`src/rtl/lsu_pkg.sv`:
```
// Shared types and defaults for the byte-wide load/store unit.
package lsu_pkg;

  typedef enum logic [2:0] {
    IDLE,
    RD_WAIT,
    WR_SETUP,
    WR_PULSE,
    RESP
  } lsu_state_t;

  localparam int DEFAULT_READ_LATENCY = 2;
  localparam int DEFAULT_WRITE_SETUP  = 3;

  function automatic int max_int(input int a, input int b);
    return (a > b) ? a : b;
  endfunction

endpackage

```
`src/rtl/lsu_wait_counter.sv`:
```
// Loadable down-counter; o_done is high once the count has drained to zero.
module lsu_wait_counter #(
  parameter int WIDTH = 2
) (
  input  logic             i_clk,
  input  logic             i_rst_n,
  input  logic             i_load,
  input  logic [WIDTH-1:0] i_load_val,
  output logic             o_done
);

  logic [WIDTH-1:0] r_count;

  always_ff @(posedge i_clk or negedge i_rst_n) begin
    if (!i_rst_n) begin
      r_count <= '0;
    end else if (i_load) begin
      r_count <= i_load_val;
    end else if (r_count != '0) begin
      r_count <= r_count - 1'b1;
    end
  end

  assign o_done = (r_count == '0);

endmodule

```
`src/rtl/load_store_unit.sv`:
```
// Sequences 8/16-bit CPU loads and stores into little-endian byte accesses on
// the shared memory's data port, holding each address across its read/merge path.
module load_store_unit
  import lsu_pkg::*;
#(
  parameter int READ_LATENCY = DEFAULT_READ_LATENCY,
  parameter int WRITE_SETUP  = DEFAULT_WRITE_SETUP
) (
  input  logic        i_clk,
  input  logic        i_rst_n,
  input  logic        i_req_valid,
  output logic        o_req_ready,
  input  logic        i_req_write,
  input  logic        i_req_word,
  input  logic        i_req_signed,
  input  logic [15:0] i_req_addr,
  input  logic [15:0] i_req_wdata,
  output logic        o_resp_valid,
  output logic [15:0] o_resp_rdata,
  output logic [15:0] o_mem_addr,
  output logic [7:0]  o_mem_wdata,
  input  logic [7:0]  i_mem_rdata,
  output logic        o_mem_write
);

  localparam int CNT_W = $clog2(max_int(READ_LATENCY, WRITE_SETUP) + 1);
  // A wait of N cycles loads N-1 so done rises in the Nth cycle of the state.
  localparam logic [CNT_W-1:0] RD_LOAD = CNT_W'(READ_LATENCY - 1);
  localparam logic [CNT_W-1:0] WR_LOAD = CNT_W'(WRITE_SETUP - 1);

  lsu_state_t r_state;
  logic [15:0] r_mem_addr;
  logic [7:0]  r_mem_wdata;
  logic        r_mem_write;
  logic        r_resp_valid;
  logic [15:0] r_resp_rdata;
  logic [7:0]  r_wdata_hi;
  logic        r_write;
  logic        r_word;
  logic        r_signed;
  logic        r_idx;

  logic             w_accept;
  logic             w_more;
  logic             w_done;
  logic             w_cnt_load;
  logic [CNT_W-1:0] w_cnt_val;

  assign o_req_ready = (r_state == IDLE);
  assign w_accept    = i_req_valid && o_req_ready;
  assign w_more      = r_word && !r_idx;

  // Reload on acceptance and whenever the second byte of a word begins.
  assign w_cnt_load = w_accept
                   || ((r_state == RD_WAIT) && w_done && w_more)
                   || ((r_state == WR_PULSE) && w_more);
  assign w_cnt_val  = (w_accept ? i_req_write : r_write) ? WR_LOAD : RD_LOAD;

  lsu_wait_counter #(.WIDTH(CNT_W)) u_wait (
    .i_clk      (i_clk),
    .i_rst_n    (i_rst_n),
    .i_load     (w_cnt_load),
    .i_load_val (w_cnt_val),
    .o_done     (w_done)
  );

  always_ff @(posedge i_clk or negedge i_rst_n) begin
    if (!i_rst_n) begin
      r_state      <= IDLE;
      r_mem_addr   <= '0;
      r_mem_wdata  <= '0;
      r_mem_write  <= 1'b0;
      r_resp_valid <= 1'b0;
      r_resp_rdata <= '0;
      r_wdata_hi   <= '0;
      r_write      <= 1'b0;
      r_word       <= 1'b0;
      r_signed     <= 1'b0;
      r_idx        <= 1'b0;
    end else begin
      r_mem_write  <= 1'b0;
      r_resp_valid <= 1'b0;
      case (r_state)
        IDLE: begin
          if (i_req_valid) begin
            r_mem_addr   <= i_req_addr;
            r_wdata_hi   <= i_req_wdata[15:8];
            r_write      <= i_req_write;
            r_word       <= i_req_word;
            r_signed     <= i_req_signed;
            r_idx        <= 1'b0;
            r_resp_rdata <= '0;
            if (i_req_write) begin
              r_mem_wdata <= i_req_wdata[7:0];
              r_state     <= WR_SETUP;
            end else begin
              r_state <= RD_WAIT;
            end
          end
        end
        RD_WAIT: begin
          if (w_done) begin
            if (!r_word) begin
              r_resp_rdata <= {{8{r_signed & i_mem_rdata[7]}}, i_mem_rdata};
            end else if (!r_idx) begin
              r_resp_rdata[7:0] <= i_mem_rdata;
            end else begin
              r_resp_rdata[15:8] <= i_mem_rdata;
            end
            if (w_more) begin
              r_idx      <= 1'b1;
              r_mem_addr <= r_mem_addr + 16'd1;
            end else begin
              r_resp_valid <= 1'b1;
              r_state      <= RESP;
            end
          end
        end
        WR_SETUP: begin
          if (w_done) begin
            r_mem_write <= 1'b1;
            r_state     <= WR_PULSE;
          end
        end
        WR_PULSE: begin
          if (w_more) begin
            r_idx       <= 1'b1;
            r_mem_addr  <= r_mem_addr + 16'd1;
            r_mem_wdata <= r_wdata_hi;
            r_state     <= WR_SETUP;
          end else begin
            r_resp_valid <= 1'b1;
            r_state      <= RESP;
          end
        end
        RESP:    r_state <= IDLE;
        default: r_state <= IDLE;
      endcase
    end
  end

  assign o_resp_valid = r_resp_valid;
  assign o_resp_rdata = r_resp_rdata;
  assign o_mem_addr   = r_mem_addr;
  assign o_mem_wdata  = r_mem_wdata;
  assign o_mem_write  = r_mem_write;

endmodule

```
`config.mk`:
```
export PLATFORM = sky130hd
export DESIGN_NAME = load_store_unit
export DESIGN_NICKNAME = d
export VERILOG_FILES = /design/src/rtl/lsu_pkg.sv /design/src/rtl/lsu_wait_counter.sv /design/src/rtl/load_store_unit.sv
export SDC_FILE = /design/constraint.sdc
export NUM_CORES = 1
export LEC_CHECK = 0
export CAP_MARGIN = 20
export CORE_MARGIN = 4
export CORE_UTILIZATION = 35
export DETAILED_ROUTE_END_ITERATION = 10
export GPL_ROUTABILITY_DRIVEN = 0
export SLEW_MARGIN = 20
export SYNTH_ARGS = -nofsm -noshare
export SYNTH_HDL_FRONTEND = slang
export SYNTH_SLANG_ARGS = --single-unit
```
`constraint.sdc`:
```
create_clock -name i_clk -period 2.2 [get_ports i_clk]
set_input_delay 0.22 -clock i_clk [delete_from_list [all_inputs] [get_ports i_clk]]
set_output_delay 0.22 -clock i_clk [all_outputs]
set_load 0.005 [all_outputs]
```
# Word level (Yosys, flattened, before mapping)
# Cells that the tools add are included.
# totals
reg_bits,59
input_bits,46
output_inout_bits,43
elab_cells,82
# classes
addsub,2
n_eq_ne,11
muxes,34
n_bitwise,1
n_reduce_logical,21
# ops
cell,count
16-bit 2-to-1 mux,6
16-bit one-hot mux with 3 select lines,1
8-bit 2-to-1 mux,5
16-bit one-hot mux with 2 select lines,1
16-bit by 1-bit adder with 16-bit output (second input constant),1
8-bit one-hot mux with 2 select lines,1
4-bit AND reduction,4
3-bit 2-to-1 mux,5
3-bit one-hot mux with 4 select lines,1
2-bit inequality test (second input constant),5
1-bit 2-to-1 mux,8
2-bit 2-to-1 mux,4
2-bit nonzero test,4
3-bit by 2-bit == test with 1-bit output (second input constant),2
3-bit inequality test (second input constant),2
1-bit logical AND,5
3-bit by 1-bit == test with 1-bit output (second input constant),1
3-bit zero test,1
1-bit one-hot mux with 3 select lines,1
3-bit AND reduction,1
3-bit nonzero test,1
2-bit zero test,1
1-bit logical OR,2
2-bit by 1-bit inequality test with 1-bit output (second input constant),1
other kinds (5),5

# Longest topological paths before layout
# logic_depth
word_depth,6
depth_mapped,8
ltp_nobuf,6

# By module
# A second synthesis with hierarchy kept.
# hier_totals
cells_unflattened,299
area_unflattened_um2,2947.8
# modules_own_cells
mod,instances,cells_per_inst,area_per_inst_um2,seq_area_each_um2
load_store_unit,1,287,2834.0,1426.4
lsu_wait_counter,1,12,113.9,50.0

# Worst setup path before layout
# OpenSTA, ideal clock, no wires.
# synth_timing
kind,register to register
startpoint,register u_wait.r_count[0]
endpoint,"register r_mem_addr[11], in the netlist o_mem_addr[11]"
setup_time_ns,0.119
t_arrival_ns,1.794
t_required_ns,2.081
setup_slack_ns,0.288
stages_incl_launch_ff,9
n_path_buf,2
synth_period_minus_slack_ns,1.912
path_cell_list,dfrtp_1 -> inv_1 -> ha_1 -> buf_2 -> or2_2 -> a31oi_1 -> buf_2 -> a21oi_1 -> o21a_1
# synth_via
elab_chain_len,3
# synth_lines
element,line,source
start: declaration,lsu_wait_counter.sv:12,logic [WIDTH-1:0] r_count;
start signal: assignment,lsu_wait_counter.sv:18,r_count <= i_load_val;
start signal: assignment,lsu_wait_counter.sv:20,r_count <= r_count - 1'b1;
2-bit zero test,lsu_wait_counter.sv:24,assign o_done = (r_count == '0);
2-bit inequality test (no source line),-,
3-bit AND reduction (no source line),-,
end signal: assignment,load_store_unit.sv:86,r_mem_addr <= i_req_addr;
end signal: assignment,load_store_unit.sv:112,r_mem_addr <= r_mem_addr + 16'd1;
end signal: assignment,load_store_unit.sv:128,r_mem_addr <= r_mem_addr + 16'd1;
end: declaration,load_store_unit.sv:32,logic [15:0] r_mem_addr;
# No other way between the ends.
# A chain may end at the register's enable or synchronous reset.

# Worst setup path in the final report
# layout_timing
startpoint,register r_state[0]
endpoint,"register r_mem_addr[15], in the netlist o_mem_addr[15]"
# layout_via
elab_chain_len,3
elab_cells_between_ends,8
cone_classes,eq/ne: 4; mux: 1; reduce/logical: 3
# layout_lines
element,line,source
start: declaration,load_store_unit.sv:31,lsu_state_t r_state;
start signal: assignment,load_store_unit.sv:69,r_state <= IDLE;
start signal: assignment,load_store_unit.sv:95,r_state <= WR_SETUP;
start signal: assignment,load_store_unit.sv:97,r_state <= RD_WAIT;
3-bit by 1-bit == test with 1-bit output (tied with other cells),load_store_unit.sv:83,case (r_state)
2-bit inequality test (no source line) / 3-bit nonzero test (equally long branches),-,
3-bit AND reduction (no source line),-,
# Parallel ways exist; a longest one is shown, timed or not.

==> impl_metrics.json <==
{
  "die_h_um": 100.0,
  "p_sw_uw": 2294,
  "clkPwrFrac": 0.212,
  "swShare": 0.3658,
  "synthCells": 323,
  "fin_crit_sh": 0.9666,
  "grt_max_degree": 36,
  "core_um2": 8217,
  "cp.arrival_ps": 2400,
  "relSlewSlack": 0.5435,
  "n_fill_cell": 780,
  "clock_latency_ps": 340,
  "ys_seq_area_frac": 0.4981,
  "fin_skew_ps": 11.55,
  "startpoint_type": "flip-flop",
  "worstMarginPinSlew_ps": 684.7,
  "finalHoldViolations": 0,
  "crit_type": "flip-flop to flip-flop",
  "max_freq_mhz": 470.3,
  "finalInstanceArea_um2": 4360,
  "via_per_inst": 5.008,
  "slowest_delay_ps": 530,
  "max_cap_viol_count": 0,
  "multiInputGateArea_um2": 1389,
  "cp.required_ps": 2480,
  "critPathSlowestCell": "or4b_1",
  "grt_pass1_vias": 2490,
  "cp-end-kind": "flip-flop",
  "detailed_place.area_um2": 4051,
  "track_usage": 0.1587,
  "dieArea_um2": 10010,
  "gr-total-overflow": 0,
  "whs_ps": 399.0,
  "ys_warn_count": 0,
  "power_frac_seq": 0.309,
  "htreeDepth": 3,
  "final_cell_mix": "clkdlybuf4s50_1, nand2_1, dfrtp_1",
  "final_max_slew_viol_count": 0,
  "diodes": 0,
  "syn_to_final_growth_pct": 47.11,
  "routed_wl_um": 7806,
  "hpwl_um": 5714,
  "setup_ws_ps": 73.58,
  "final_util": 0.5307,
  "synth-async-reset-ratio": 1.000,
  "hp-class": "input port to flip-flop",
  "setup_viol": 0,
  "antenna_left": 0,
  "syn_area_um2": 2964,
  "drive_above_1_share": 0.1101,
  "wire_per_inst_um": 14.67,
  "status": "complete, no violations",
  "drt_iter0_drc": 108,
  "cts_made_buffers": 9,
  "vdd_drop_max_mv": 0.4674,
  "synth-seq-cells": 59,
  "synth_ff_type": "dfrtp_1",
  "io_buffers": 88,
  "dp_slack_ps": -25.39,
  "clockRootBuffer": "clkbuf_8",
  "rsz0062_at_grt": "false",
  "p_int_uw": 3978,
  "cts_sinks": 59,
  "num-nets-final": 470,
  "antenna_found_initial": 0,
  "fin_tns_setup_ps": 0,
  "drcViolationCount": 0,
  "start_util": 0.3607,
  "clk_path_buf_depth": 2,
  "seq_area_um2": 1476,
  "row_count": 33,
  "path_cells": "buf_4 > nor4b_4 > a31oi_1 > buf_12 > or4b_1 > nand3_1",
  "final_common_cell": "clkdlybuf4s50_1",
  "pin_count": 89,
  "fp.dieW_um": 100.0,
  "grt_pass1_wl_um": 12560,
  "syn_avg_cell_area_um2": 9.177,
  "fin_crit_ps": 2126,
  "synth_area_leader_cell": "dfrtp_1",
  "path_max_fanout": 16,
  "pwr_density_cell_nw_per_um2": 1438,
  "path_clk_slew_ps": 80,
  "ys_types": 49,
  "p_leak_uw": 0.001920,
  "vias": 2664,
  "cts_tree": "yes",
  "combinationalPowerShare": 0.479,
  "synth.area.top_cells": "dfrtp_1, nand2_1, o21ai_0",
  "synthesis.nets": 371,
  "first_pass_iters": 4,
  "yosys.area.top_type_share": 0.4981,
  "synth_edf_count": 0
}
through the flow:
stage	instances	power, uW
6_report	532	6272
5_1_grt	532	6748
2_1_floorplan	323	3544
3_5_place_dp	514	4934
3_3_place_gp	514	4877
4_1_cts	531	6288
Yosys cell counts (all sizes together) (6+ instances only):
library cell	instances
nor2	7
o22ai	6
o31ai	10
o21ai	30
nand2	77
dfrtp	59
nand3	8
clkbuf	10
mux2i	10
buf	13
a21oi	20
nor2b	10
inv	6
critical path: cells and delay by family, from the launching register on:
kind / cells / cell delay, ps
AOI/OAI and AO/OA: 1 / 140
buffers and inverters: 2 / 370
DFF: 1 / 440
and+or+nand+nor: 3 / 1120
cell type report:
type                       count  area share
sequential                    59      0.3386
multi-input combinational    235      0.3185
timing repair buffer         111      0.2468
clock inverter                 6     0.03156
tap                          105     0.03013
clock buffer                  10     0.02927
inverter                       6    0.005165
what timing repair did:
item / CTS / global route
hold endpoints to repair: 24 / 0
setup buffers: 0 / 0
hold buffers: 1 / 0
setup endpoints to repair: 8 / 2
gates resized for setup: 1 / 1
pin swaps: 0 / 0
logic make-up (layout without fill, tap and decap cells):
family,after synthesis,in the layout,synth area share
mux,11,11,0.03757
fa+ha+maj,2,2,0.008441
buf+inv,29,133,0.04306
compound gates,89,89,0.1908
flops,59,59,0.4981
xor+xnor,1,1,0.002955
simple gates,132,132,0.2191
worst paths after layout:
kind                                         startpoint                      endpoint  slack (ps)  cells after the start
setup / recovery                 r_state[0]$_DFFE_PN0P_    o_mem_addr[15]$_DFFE_PN0P_          70                      6
hold reg to reg            o_resp_rdata[14]$_DFFE_PN0P_  o_resp_rdata[14]$_DFFE_PN0P_         470                      2
setup reg to reg                 r_state[0]$_DFFE_PN0P_    o_mem_addr[15]$_DFFE_PN0P_          70                      6
hold / removal                          i_req_wdata[11]     r_wdata_hi[3]$_DFFE_PN0P_         400                      3
min in group asynchronous                       i_rst_n     o_mem_addr[8]$_DFFE_PN0P_         430                      2
max in group asynchronous                       i_rst_n     o_mem_addr[3]$_DFFE_PN0P_        1160                      3
layer usage:
layer / global-route usage / part of all wire
met3: 0.03822 / 0.046
met2: 0.2499 / 0.48
met1: 0.2153 / 0.46
met5: 0 / 0
met4: 0.05389 / 0.013
state kept, by name, summed over array words and instances, names as in the netlist:
name,flops
o_mem_addr,16
o_mem_wdata,8
o_mem_write,1
o_resp_rdata,16
o_resp_valid,1
r_idx,1
r_signed,1
r_state,3
r_wdata_hi,8
r_word,1
r_write,1
u_wait.r_count,2
power by group through the flow:
stage | Combinational [uW] | Clock [uW] | Sequential (uW)
5_1_grt | 3320 | 1410 | 2020
3_5_place_dp | 2970 | 0 | 1960
4_1_cts | 2990 | 1350 | 1940
6_report | 3010 | 1330 | 1940
2_1_floorplan | 1630 | 0 | 1910
3_3_place_gp | 2920 | 0 | 1950
No activity file was read; power rests on OpenSTA's default activity.
